### config.mk
export PLATFORM = sky130hd
export DESIGN_NAME = alu_sched_flat
export DESIGN_NICKNAME = d
export VERILOG_FILES = /design/src/rtl/alu_sched_if.sv /design/src/rtl/alu_sched.sv /design/src/flat_wrapper.sv
export SDC_FILE = /design/constraint.sdc
export NUM_CORES = 1
export LEC_CHECK = 0
export ABC_AREA = 1
export CAP_MARGIN = 20
export CELL_PAD_IN_SITES_DETAIL_PLACEMENT = 0
export CELL_PAD_IN_SITES_GLOBAL_PLACEMENT = 1
export CORE_MARGIN = 2
export CORE_UTILIZATION = 23
export DETAILED_ROUTE_END_ITERATION = 10
export GPL_TIMING_DRIVEN = 0
export PLACE_DENSITY_LB_ADDON = 0.1
export SYNTH_ARGS = -nofsm -noshare
export SYNTH_HDL_FRONTEND = slang
export SYNTH_SLANG_ARGS = --single-unit
### constraint.sdc
create_clock -name clk -period 3 [get_ports clk]
set_input_delay 0.9 -clock clk [delete_from_list [all_inputs] [get_ports clk]]
set_output_delay 0.9 -clock clk [all_outputs]
set_load 0.02 [all_outputs]
### src/rtl/alu_sched_if.sv
// alu_sched_if: requester-side request/response channels plus the shared-ALU port of alu_sched.
// master = requester/ALU side, slave = scheduler side.
interface alu_sched_if #(
  parameter int unsigned NREQ = 4
);
  localparam int unsigned DW = 32;
  localparam int unsigned OW = 4;
  localparam int unsigned RW = 64;

  logic [NREQ-1:0]      req_valid;
  logic [NREQ-1:0]      req_ready;
  logic [NREQ*DW-1:0]   req_a;
  logic [NREQ*DW-1:0]   req_b;
  logic [NREQ*OW-1:0]   req_op;
  logic [NREQ-1:0]      resp_valid;
  logic [NREQ-1:0]      resp_ready;
  logic [RW-1:0]        resp_data;
  logic                 resp_err;
  logic [DW-1:0]        alu_a;
  logic [DW-1:0]        alu_b;
  logic [OW-1:0]        alu_sel;
  logic [RW-1:0]        alu_out;
  logic                 busy;

  modport master (
    output req_valid, req_a, req_b, req_op, resp_ready, alu_out,
    input  req_ready, resp_valid, resp_data, resp_err, alu_a, alu_b, alu_sel, busy
  );

  modport slave (
    input  req_valid, req_a, req_b, req_op, resp_ready, alu_out,
    output req_ready, resp_valid, resp_data, resp_err, alu_a, alu_b, alu_sel, busy
  );
endinterface

### src/rtl/alu_sched.sv
// alu_sched: round-robin scheduler sharing one registered 32-bit ALU among NREQ requesters.
// Define ALU_SCHED_OPCHECK_EN to screen illegal ops in IDLE and answer them without using the ALU.
module alu_sched #(
  parameter int unsigned NREQ = 4
) (
  input  logic       clk,
  input  logic       rst,
  alu_sched_if.slave bus
);
  localparam int unsigned IW = (NREQ > 1) ? $clog2(NREQ) : 1;
  localparam int unsigned DW = 32;
  localparam int unsigned OW = 4;
  localparam int unsigned RW = 64;

`ifdef ALU_SCHED_OPCHECK_EN
  localparam bit OPCHECK_EN = 1'b1;
`else
  localparam bit OPCHECK_EN = 1'b0;
`endif

  typedef enum logic [1:0] {
    IDLE  = 2'd0,
    ISSUE = 2'd1,
    WAIT  = 2'd2,
    RESP  = 2'd3
  } state_t;

  state_t state_q;
  state_t state_d;

  logic [IW-1:0]   rr_ptr;
  logic [IW-1:0]   gnt;
  logic [DW-1:0]   alu_a_q;
  logic [DW-1:0]   alu_b_q;
  logic [OW-1:0]   alu_sel_q;
  logic [RW-1:0]   resp_data_q;
  logic            resp_err_q;
  logic [NREQ-1:0] resp_valid_q;
  logic [NREQ-1:0] resp_valid_d;
  logic            busy_q;

  logic            accept;
  logic            load_result;

  // Per-requester views of the flat operand buses
  logic [NREQ-1:0][DW-1:0] a_arr;
  logic [NREQ-1:0][DW-1:0] b_arr;
  logic [NREQ-1:0][OW-1:0] op_arr;

  assign a_arr  = bus.req_a;
  assign b_arr  = bus.req_b;
  assign op_arr = bus.req_op;

  logic            grant_found;
  logic [IW-1:0]   grant_idx;
  logic [IW-1:0]   ptr_next;
  logic [DW-1:0]   sel_a;
  logic [DW-1:0]   sel_b;
  logic [OW-1:0]   sel_op;
  logic            op_illegal;

  // First valid requester at or after rr_ptr, wrapping modulo NREQ
  always_comb begin : rr_search
    grant_found = 1'b0;
    grant_idx   = '0;
    for (int unsigned k = 0; k < NREQ; k++) begin
      if (!grant_found && bus.req_valid[IW'((32'(rr_ptr) + k) % NREQ)]) begin
        grant_found = 1'b1;
        grant_idx   = IW'((32'(rr_ptr) + k) % NREQ);
      end
    end
  end

  assign ptr_next = IW'((32'(grant_idx) + 32'd1) % NREQ);
  assign sel_a    = a_arr[grant_idx];
  assign sel_b    = b_arr[grant_idx];
  assign sel_op   = op_arr[grant_idx];

  // Reserved opcode, or divide by zero
  assign op_illegal = OPCHECK_EN &&
                      ((sel_op == 4'b1111) || ((sel_op == 4'b0011) && (sel_b == '0)));

  always_comb begin : fsm_next
    state_d      = state_q;
    accept       = 1'b0;
    load_result  = 1'b0;
    resp_valid_d = resp_valid_q;
    unique case (state_q)
      IDLE: begin
        if (grant_found) begin
          accept = 1'b1;
          if (op_illegal) begin
            state_d      = RESP;
            resp_valid_d = NREQ'(1) << grant_idx;
          end else begin
            state_d = ISSUE;
          end
        end
      end
      ISSUE: state_d = WAIT;
      WAIT: begin
        state_d      = RESP;
        load_result  = 1'b1;
        resp_valid_d = NREQ'(1) << gnt;
      end
      RESP: begin
        if (bus.resp_ready[gnt]) begin
          state_d      = IDLE;
          resp_valid_d = '0;
        end
      end
      default: state_d = IDLE;
    endcase
  end

  always_ff @(posedge clk) begin : regs
    if (rst) begin
      state_q      <= IDLE;
      rr_ptr       <= '0;
      gnt          <= '0;
      alu_a_q      <= '0;
      alu_b_q      <= '0;
      alu_sel_q    <= '0;
      resp_data_q  <= '0;
      resp_err_q   <= 1'b0;
      resp_valid_q <= '0;
      busy_q       <= 1'b0;
    end else begin
      state_q      <= state_d;
      busy_q       <= (state_d != IDLE);
      resp_valid_q <= resp_valid_d;
      if (accept) begin
        gnt    <= grant_idx;
        rr_ptr <= ptr_next;
        // Illegal ops bypass the ALU, so its inputs keep their last values
        if (op_illegal) begin
          resp_data_q <= '0;
          resp_err_q  <= 1'b1;
        end else begin
          alu_a_q   <= sel_a;
          alu_b_q   <= sel_b;
          alu_sel_q <= sel_op;
        end
      end
      if (load_result) begin
        resp_data_q <= bus.alu_out;
        resp_err_q  <= 1'b0;
      end
    end
  end

  // Accept strobe is combinational in IDLE so a request is taken the cycle it is seen
  assign bus.req_ready  = (state_q == IDLE && !rst && grant_found) ? (NREQ'(1) << grant_idx) : '0;
  assign bus.resp_valid = resp_valid_q;
  assign bus.resp_data  = resp_data_q;
  assign bus.resp_err   = resp_err_q;
  assign bus.alu_a      = alu_a_q;
  assign bus.alu_b      = alu_b_q;
  assign bus.alu_sel    = alu_sel_q;
  assign bus.busy       = busy_q;

endmodule
### src/flat_wrapper.sv
// flat-port wrapper written by rule: the top's interface ports become plain ports
module alu_sched_flat 
#(
  parameter int unsigned NREQ = 4
)
  (clk, rst, bus_req_valid, bus_req_a, bus_req_b, bus_req_op, bus_resp_ready, bus_alu_out, bus_req_ready, bus_resp_valid, bus_resp_data, bus_resp_err, bus_alu_a, bus_alu_b, bus_alu_sel, bus_busy);
  alu_sched_if #(.NREQ(NREQ)) bus_i ();
  input  logic clk;
  input  logic rst;
  input wire logic [$bits(bus_i.req_valid)-1:0] bus_req_valid;
  input wire logic [$bits(bus_i.req_a)-1:0] bus_req_a;
  input wire logic [$bits(bus_i.req_b)-1:0] bus_req_b;
  input wire logic [$bits(bus_i.req_op)-1:0] bus_req_op;
  input wire logic [$bits(bus_i.resp_ready)-1:0] bus_resp_ready;
  input wire logic [$bits(bus_i.alu_out)-1:0] bus_alu_out;
  output wire logic [$bits(bus_i.req_ready)-1:0] bus_req_ready;
  output wire logic [$bits(bus_i.resp_valid)-1:0] bus_resp_valid;
  output wire logic [$bits(bus_i.resp_data)-1:0] bus_resp_data;
  output wire logic [$bits(bus_i.resp_err)-1:0] bus_resp_err;
  output wire logic [$bits(bus_i.alu_a)-1:0] bus_alu_a;
  output wire logic [$bits(bus_i.alu_b)-1:0] bus_alu_b;
  output wire logic [$bits(bus_i.alu_sel)-1:0] bus_alu_sel;
  output wire logic [$bits(bus_i.busy)-1:0] bus_busy;
  assign bus_i.req_valid = bus_req_valid;
  assign bus_i.req_a = bus_req_a;
  assign bus_i.req_b = bus_req_b;
  assign bus_i.req_op = bus_req_op;
  assign bus_i.resp_ready = bus_resp_ready;
  assign bus_i.alu_out = bus_alu_out;
  assign bus_req_ready = bus_i.req_ready;
  assign bus_resp_valid = bus_i.resp_valid;
  assign bus_resp_data = bus_i.resp_data;
  assign bus_resp_err = bus_i.resp_err;
  assign bus_alu_a = bus_i.alu_a;
  assign bus_alu_b = bus_i.alu_b;
  assign bus_alu_sel = bus_i.alu_sel;
  assign bus_busy = bus_i.busy;
  alu_sched #(.NREQ(NREQ)) u_core (.clk(clk), .rst(rst), .bus(bus_i));
endmodule
==> impl_metrics.env <==
export IMPL_fin_crit_sh=1.05
export IMPL_cp_top_family="simple AND/OR/NAND/NOR gates"
export IMPL_die_h_um=203
export IMPL_violations="setup timing"
export IMPL_start_util=0.235
export IMPL_rsz0062_at_grt="true"
export IMPL_clkLatencyLatePin_ps=450
export IMPL_cts_sinks=143
export IMPL_r2r_cells=17
export IMPL_holdPathStages=2
export IMPL_ant_nets=0
export IMPL_synth_ff_type="dfxtp_1"
export IMPL_cp_max_fo=5
export IMPL_rows=72
export IMPL_async_flop_share=0
export IMPL_hold_viol_final=0
export IMPL_swShare=0.499
export IMPL_vias_per_cell=4.40
export IMPL_cp_start_kind="input pin"
export IMPL_crit_path_top_delay_cell="nand4_1"
export IMPL_syn2layout_area_growth_pct=72.3
export IMPL_clk_pin_slew_ps=60
export IMPL_worstHoldEndpoint="u_core.bus.resp_valid[3]$_SDFFE_PP0P_"
export IMPL_highest_layer="met5"
export IMPL_leakage_nw=7.94
export IMPL_gp_congestion=0.878
export IMPL_syn_inst=1586
export IMPL_min_path_type="reg -> reg"
export IMPL_synthTopCellsByCount="414 x nand3_1, 352 x inv_1, 271 x nor2_1"
export IMPL_first_pass_iters=5
export IMPL_timing_rr_end="u_core.bus.alu_b[16]$_SDFFE_PP0P_"
export IMPL_slew_limit_headroom=0.501
export IMPL_drcViolationCount=0
export IMPL_io_pins=488
export IMPL_die_x_um=203
export IMPL_dp_slack_ps=-1690
export IMPL_ys_warn_count=0
export IMPL_yosys_register_bits=143
export IMPL_clk_path_buf_depth=2
export IMPL_synth_edf_count=0
export IMPL_cellPowerDensity_mw_per_mm2=1000
export IMPL_worstPathArrival_ps=2250
export IMPL_drv_slew=0
export IMPL_synth_area_leader_cell="dfxtp_1"
export IMPL_final_setup_worst_slack_ps=-152
export IMPL_power_frac_clock=0.134
export IMPL_core_mm2=0.0388
export IMPL_overflow=0
export IMPL_period_minus_slack_ps=3150
export IMPL_cap_violations=0
export IMPL_reg2reg_slack_ps=570
export IMPL_seqPwrFrac=0.184
export IMPL_crit_path_end_kind="output port"
export IMPL_path_cells="buf_6, inv_4, nand2_2, nand2_2, nand2_4, nand2_4, nand4_1, nand2_4, inv_8, buf_8, nand4_1, buf_6, nor2_4, buf_6"
export IMPL_status="complete, but fails checks"
export IMPL_nets=2455
export IMPL_cts_root_buf="clkbuf_16"
export IMPL_ir_drop_mv=0.445
export IMPL_grt_usage=0.217
export IMPL_first_iter_violations=554
export IMPL_vias=11600
export IMPL_utilization=0.404
export IMPL_grt_pass1_wl_um=67800
export IMPL_grt_pass1_vias=11500
export IMPL_worst_slew_pin_slew_ps=749
export IMPL_seq_area_frac_synth=0.314
export IMPL_cts_htree_levels=4
export IMPL_cts_tree="done"
export IMPL_p_comb_frac=0.682
export IMPL_switchingPower_w=0.00786
export IMPL_hp_start="u_core.bus.resp_valid[3]$_SDFFE_PP0P_"
export IMPL_skew_ps=9.17
export IMPL_yosys_cell_count_top_type="nand3_1"
export IMPL_max_clock_freq_ghz=0.317
export IMPL_met2WireLength_um=22100
export IMPL_path_buf_inv=6
export IMPL_wl_met1_um=19400
export IMPL_grt_max_degree=20
export IMPL_yosys_cell_types_count=26
export IMPL_numCtsBuffers=17
export IMPL_avgRoutedWirePerCell_um=17.3
export IMPL_synth_area_leaders="dfxtp_1 31%, nand3_1 23%, inv_1 15%"
export IMPL_setup_viol=4
export IMPL_portBuffers=485
export IMPL_reg2reg_from="u_core.rr_ptr[0]$_SDFFE_PP0P_"
export IMPL_path_class="in -> out"
export IMPL_syn_area_mm2=0.00911
export IMPL_drt_wl_total_um=45700
export IMPL_syn_area_per_cell_um2=5.74
export IMPL_required_ps=2100
export IMPL_max_stage_delay_ps=190
export IMPL_layout_drive_gt1_share=0.0806
export IMPL_synth_nets=1932
export IMPL_die_area_mm2=0.0412
export IMPL_hpwl_um=35700
export IMPL_antenna_found_initial=5
export IMPL_cts_hold_buf=0
export IMPL_synth_top_area_frac=0.314
export IMPL_hold_slack_ps=467
export IMPL_wl_met3_um=3320
export IMPL_cell_internal_pwr_w=0.00790
## cell usage in the layout (no fill, tap or decap), types with 19 or more instances in the layout
master / synthesis / final
clkdlybuf4s50_1: 0 / 477
nand3_1: 414 / 414
inv_1: 352 / 347
nor2_1: 271 / 269
nand2_1: 189 / 172
dfxtp_1: 143 / 141
o21ai_0: 66 / 65
clkbuf_1: 45 / 44
buf_2: 48 / 42
buf_4: 13 / 31
clkbuf_16: 0 / 19
## stage by stage
step	cells	setup TNS (ps)	cell area [um2]	power [W]
final	2644	-466	15700	0.0158
after global routing	2642	-887	15700	0.0171
after CTS	2639	-651	15600	0.0159
after detailed placement	2589	-27660	14700	0.0131
after global placement	2589	-26040	14700	0.0130
after floorplan	1586	0	9180	0.00906
## cell families after synthesis
kind of cell,Yosys count,share of synthesized area
flops,143,0.314
compound gates,78,0.0436
other cells,1,0.000412
simple gates,895,0.435
buf+inv,469,0.207
## worst max-delay path by stage
stage | startpoint | to | slack, ps | cells after the start
final | bus_req_valid[3] | bus_req_ready[2] | -150 | 14
after global routing | bus_req_valid[3] | bus_req_ready[2] | -260 | 14
after CTS | u_core.rr_ptr[0]$_SDFFE_PP0P_ | bus_req_ready[2] | -210 | 15
after detailed placement | bus_req_valid[3] | bus_req_ready[1] | -1690 | 13
after global placement | bus_req_valid[2] | bus_req_ready[1] | -1670 | 13
after floorplan | bus_req_valid[2] | bus_req_ready[1] | 2 | 11
## registers in the layout (all words and copies together), names as in the netlist
register and cells:
u_core.bus.busy 1, u_core.bus.alu_a 32, u_core.bus.resp_data 64, u_core.gnt 2, u_core.bus.alu_b 32, u_core.bus.resp_valid 4
u_core.rr_ptr 2, u_core.state_q 2, u_core.bus.alu_sel 4
## power by group through the flow
stage / Combinational, W / Clock, W / Sequential (W)
2_1_floorplan: 0.00548 / 0 / 0.00358
4_1_cts: 0.0108 / 0.00218 / 0.00288
5_1_grt: 0.0119 / 0.00226 / 0.00297
3_3_place_gp: 0.0101 / 0 / 0.00289
3_5_place_dp: 0.0102 / 0 / 0.00291
6_report: 0.0107 / 0.00211 / 0.00290
## routing by layer
layer	GRT usage	vias up
li1	-	5895
met1	0.260	5318
met2	0.377	380
met3	0.0604	48
met4	0.0618	2
met5	0	-
## worst reg2reg max path: cells and delay by family, from the launching register on
family	cells	cell delay, ps
buf+inv	7	920
flops	1	400
simple gates	10	1010
## final cells by class
type / count / area (um2)
fill: 4233 / 23100
timing repair buffer: 508 / 5060
multi-input combinational: 974 / 4540
sequential: 143 / 2870
inverter: 357 / 1370
tap: 518 / 648
buffer: 108 / 631
clock buffer: 19 / 433
clock inverter: 13 / 128
antenna: 4 / 10.0
## what timing repair did
item	4_1_cts	5_1_grt
setup endpoints to repair	4	4
buffers inserted	21	2
gates resized for setup	104	28
pin swaps	19	13
No activity file was read; power rests on OpenSTA's default activity.
